`src/rtl/pc_gen.sv`:
```
// Program-counter generator for the fetch stage. It selects the next PC from trap,
// redirect (live or buffered), stall hold and sequential increment, and drives the fetch request.
module pc_gen #(
    parameter int                XLEN         = 32,
    parameter logic [XLEN-1:0]   RESET_VECTOR = '0,
    parameter int                INC          = 4,
    parameter int                ALIGN_BITS   = 2
) (
    input  logic            clk_i,
    input  logic            reset_i,
    input  logic            stall_i,
    input  logic            redirect_valid_i,
    input  logic [XLEN-1:0] redirect_pc_i,
    input  logic            trap_i,
    input  logic [XLEN-1:0] trap_vector_i,
    input  logic            fetch_ready_i,
    output logic            fetch_valid_o,
    output logic [XLEN-1:0] pc_o,
    output logic [XLEN-1:0] pc_next_seq_o,
    output logic            misaligned_o,
    output logic [XLEN-1:0] misaligned_addr_o
);

    localparam logic [XLEN-1:0] INC_V    = XLEN'(INC);
    localparam logic [XLEN-1:0] LOW_MASK = XLEN'((64'd1 << ALIGN_BITS) - 64'd1);

    logic [XLEN-1:0] r_pc;
    logic            r_run;
    logic            r_pend_valid;
    logic [XLEN-1:0] r_pend_pc;
    logic            r_misaligned;
    logic [XLEN-1:0] r_misaligned_addr;

    logic [XLEN-1:0] w_target;
    logic            w_target_bad;
    logic            w_handshake;
    logic            w_apply_redirect;

    // A live redirect is newer than the buffered one, so it takes precedence.
    assign w_target         = redirect_valid_i ? redirect_pc_i : r_pend_pc;
    assign w_target_bad     = |(w_target & LOW_MASK);
    assign w_apply_redirect = ~stall_i & (redirect_valid_i | r_pend_valid);
    assign w_handshake      = fetch_valid_o & fetch_ready_i;

    assign fetch_valid_o     = r_run & ~stall_i;
    assign pc_o              = r_pc;
    assign pc_next_seq_o     = r_pc + INC_V;
    assign misaligned_o      = r_misaligned;
    assign misaligned_addr_o = r_misaligned_addr;

    always_ff @(posedge clk_i or posedge reset_i) begin
        if (reset_i) begin
            r_pc              <= RESET_VECTOR;
            r_run             <= 1'b0;
            r_pend_valid      <= 1'b0;
            r_pend_pc         <= '0;
            r_misaligned      <= 1'b0;
            r_misaligned_addr <= '0;
        end else begin
            r_run        <= 1'b1;
            r_misaligned <= 1'b0;
            if (trap_i) begin
                r_pc         <= trap_vector_i & ~LOW_MASK;
                r_pend_valid <= 1'b0;
            end else if (w_apply_redirect) begin
                // Flush: applied regardless of fetch_ready_i.
                if (w_target_bad) begin
                    r_misaligned      <= 1'b1;
                    r_misaligned_addr <= w_target;
                end else begin
                    r_pc <= w_target;
                end
                r_pend_valid <= 1'b0;
            end else if (stall_i && redirect_valid_i) begin
                r_pend_valid <= 1'b1;
                r_pend_pc    <= redirect_pc_i;
            end else if (w_handshake) begin
                r_pc <= r_pc + INC_V;
            end
        end
    end

endmodule
```
`config.mk`:
```
export PLATFORM = sky130hd
export DESIGN_NAME = pc_gen
export DESIGN_NICKNAME = d
export VERILOG_FILES = /design/src/rtl/pc_gen.sv
export SDC_FILE = /design/constraint.sdc
export NUM_CORES = 1
export LEC_CHECK = 0
export CAP_MARGIN = 5
export CORE_UTILIZATION = 42
export DETAILED_ROUTE_END_ITERATION = 7
export GPL_TIMING_DRIVEN = 1
export PLACE_DENSITY = 0.76
export SYNTH_ARGS = -nofsm -noshare
export SYNTH_HDL_FRONTEND = slang
export SYNTH_SLANG_ARGS = --single-unit
```
`constraint.sdc`:
```
create_clock -name clk_i -period 3.5 [get_ports clk_i]
set_clock_uncertainty 0.05 [all_clocks]
set_input_delay 1.05 -clock clk_i [delete_from_list [all_inputs] [get_ports clk_i]]
set_output_delay 1.05 -clock clk_i [all_outputs]
set_load 0.02 [all_outputs]
```
==> results.py <==
metrics = {
    "status": {
        "status": "completed",
    },
    "sta": {
        "period_minus_slack_ns": 3.42,
        "worst_pin_slew_ns": 0.904,
        "timing.final.crit_share_pct": 97.7,
        "hold_violations": 0,
        "rsz0062_at_grt": "yes",
        "finalMaxSlewViolations": 0,
        "fin_setup_tns_ns": 0,
        "setup_viol": 0,
        "fmax_mhz": 293,
        "slew_headroom_pct": 39.5,
    },
    "critical_path": {
        "slowest_stage": "dfrtp_1",
        "required_ns": 2.40,
        "crit_path_max_incr_delay_ns": 0.41,
        "path_cells": "ha_2, nand3_2, nor4_4, buf_4, and4_1, xor2_1, clkdlybuf4s15_2",
        "cp-end-kind": "output port",
        "critPathArrivalTime_ns": 2.32,
        "cp_max_fo": 6,
        "start_kind": "register",
        "crit_type": "reg2out",
    },
    "power": {
        "max-vdd-ir-drop_mv": 0.403,
        "total_power_mw": 3.88,
        "leakagePower_nw": 3.44,
        "power.density_nw_per_um2": 506,
    },
    "job": {
        "cap_violations": 0,
    },
    "detailed_routing": {
        "route.detailed.drc": 0,
        "vias_per_cell": 5.50,
        "dr.pass1.iters": 8,
        "drtIter0Drc": 392,
        "vias": 4913,
        "wl_um": 15700,
        "drtAntennaViolNets": 0,
        "post_drt_wl_per_cell_um": 17.5,
    },
    "clock_tree": {
        "clock-sinks": 99,
        "h-tree-depth": 3,
        "cts_root_buf": "clkbuf_16",
        "insertion_delay_ns": 0.35,
        "cts_buffer_depth": 2,
        "cts_buffers": 9,
        "cts_tree": "done",
        "clk_pin_slew_ns": 0.07,
    },
    "global_route": {
        "grt_pass1_vias": 5037,
        "antenna_found_initial": 0,
        "grt_max_degree": 100,
        "grt_first_pass_wirelength_um": 25300,
        "grtUsageTotal_pct": 25.1,
        "gr-total-overflow": 0,
    },
    "layout": {
        "fin_cells": 894,
        "num_antenna_cells": 0,
        "area_growth_pct": 45.1,
        "nets": 792,
        "drive_gt1_share_pct": 16.7,
        "final-seq-area_um2": 2480,
        "multi_input_area_um2": 2660,
        "n_fill_cell": 989,
    },
    "floorplan": {
        "die_y_um": 114,
        "die_w_um": 114,
        "core_area_um2": 12200,
        "start_util_pct": 43.5,
        "num_rows": 40,
        "dieArea_um2": 13100,
        "pin_count": 168,
    },
    "placed_design": {
        "gp_congestion": 0.827,
        "dp.final_hpwl_um": 11300,
        "io_buffers": 165,
        "placedCellCount": 876,
    },
    "synth": {
        "synthCells": 539,
        "synth_edf_count": 0,
        "yosys_warnings": 0,
        "netlist_area_um2": 5290,
        "synth-seq-area-share_pct": 46.8,
        "ys_types": 50,
        "syn_nets": 610,
        "synth-seq-cells": 99,
        "synth_ff_type": "dfrtp_1",
        "synth-async-reset-ratio_pct": 100,
        "postSynthAreaPerCell_um2": 9.82,
    },
    "min_path": {
        "hp-class": "reg2reg",
    },
}
==> area by class of cell <==
| type | instances | share of cell area, % |
|---|---|---|
| clock buffers | 10 | 2.98 |
| flip-flops and latches | 99 | 32.3 |
| inverters | 11 | 0.587 |
| well taps | 168 | 2.74 |
| clock inverters | 6 | 0.815 |
| multi-input cells | 389 | 34.7 |
| repair buffers | 211 | 25.9 |
==> power breakdown <==
group	leakage (nW)	switching (mW)	internal (mW)	total [mW]
logic	2.08	0.706	0.663	1.37
clock network	0.147	0.446	0.556	1.00
registers	1.22	0.156	1.36	1.51
total	3.44	1.31	2.58	3.88
==> worst max-delay path: cells and delay by family (launching register included) <==
family	cells	cell delay, ns
xor+xnor	1	0.18
simple gates	3	0.66
buf+inv	2	0.48
flops	1	0.41
fa+ha+maj	1	0.25
==> kinds of logic (layout without fill, tap and decap cells) <==
logic type / Yosys count / in the layout / share of synthesized area, %
AO/OA/AOI/OAI: 156 / 156 / 18.3
AND/OR/NAND/NOR: 143 / 143 / 13.9
flip-flops: 99 / 99 / 46.8
multiplexers: 61 / 61 / 12.3
buffers and inverters: 51 / 238 / 3.97
XOR/XNOR: 27 / 27 / 4.47
adder cells (fa/ha/maj): 1 / 1 / 0.236
other: 1 / 1 / 0.0709
==> final timing paths <==
kind	start	end	slack, ns	cells after the start
max	pc_o[2]	pc_next_seq_o[20]	0.08	7
min	misaligned_addr_o[20]	misaligned_addr_o[20]	0.43	2
max reg2reg	r_pend_valid	pc_o[17]	1.12	5
min reg2reg	misaligned_addr_o[20]	misaligned_addr_o[20]	0.43	2
max in group asynchronous	reset_i	r_pend_pc[21]	1.86	3
min in group asynchronous	reset_i	misaligned_addr_o[4]	1.14	3
==> routing by layer <==
metal  share of wire, %  wire length [um]  track usage (%)
met1                 43              6670             32.0
met4                2.6               406             10.4
met2                 48              7510             41.1
met3                7.0              1090             5.82
met5                  0                 0                0
==> stage by stage <==
| stage | utilization, % | instance area [um^2] | setup WS [ns] | hold WS [ns] |
|---|---|---|---|---|
| 5_1_grt | 63.1 | 7680 | -0.00963 | 0.456 |
| 3_3_place_gp | 60.5 | 7360 | 0.0267 | 0.413 |
| 3_5_place_dp | 60.5 | 7360 | 0.0136 | 0.423 |
| 4_1_cts | 62.8 | 7640 | 0.00289 | 0.440 |
| 6_report | 63.1 | 7680 | 0.0819 | 0.431 |
| 2_1_floorplan | - | 5300 | 0.298 | 0.421 |
==> timing repair <==
action | 4_1_cts | 5_1_grt
gates resized for setup | 24 | 21
pin swaps | 0 | 1
setup buffers | 0 | 2
hold buffers | 0 | 0
setup endpoints to repair | 18 | 15
==> cell usage after synthesis, types with 3 or more instances <==
cell / count / area (um^2)
inv_1: 11 / 41.3
a221oi_1: 3 / 26.3
buf_2: 6 / 30.0
nand3_1: 10 / 50.1
a21o_1: 6 / 45.0
nor2_1: 36 / 135
mux2_2: 32 / 360
or2_2: 5 / 31.3
o2bb2ai_1: 7 / 61.3
nor3_4: 3 / 48.8
o22ai_1: 5 / 31.3
nor4_1: 4 / 25.0
o21ai_0: 74 / 370
nand2_1: 55 / 206
and3_1: 5 / 31.3
dfrtp_1: 99 / 2480
buf_1: 6 / 22.5
xor2_1: 14 / 123
o31ai_1: 4 / 30.0
clkbuf_1: 25 / 93.8
and4_1: 3 / 26.3
o221ai_1: 3 / 26.3
a22o_1: 7 / 61.3
nand4_1: 6 / 37.5
a21oi_1: 22 / 110
a22oi_1: 3 / 22.5
buf_4: 3 / 22.5
a2bb2oi_1: 9 / 78.8
nor3_1: 3 / 15.0
nor2b_1: 3 / 18.8
mux2i_1: 29 / 290
o31a_1: 5 / 43.8
xnor2_1: 13 / 114
==> sequential cells by signal, indices dropped and copies added, names as in the netlist <==
name	count
r_pend_valid	1
misaligned_o	1
misaligned_addr_o	32
r_pend_pc	32
r_run	1
pc_o	32
==> cell usage in the layout, fill, tap and decap left out, types with 10 or more instances in the layout <==
| cell | n |
|---|---|
| clkdlybuf4s50_1 | 142 |
| dfrtp_1 | 99 |
| o21ai_0 | 74 |
| nand2_1 | 55 |
| buf_4 | 44 |
| nor2_1 | 36 |
| mux2_2 | 32 |
| mux2i_1 | 29 |
| a21oi_1 | 21 |
| xor2_1 | 14 |
| xnor2_1 | 12 |
| inv_1 | 10 |
Power figures use the tool's default switching activity.
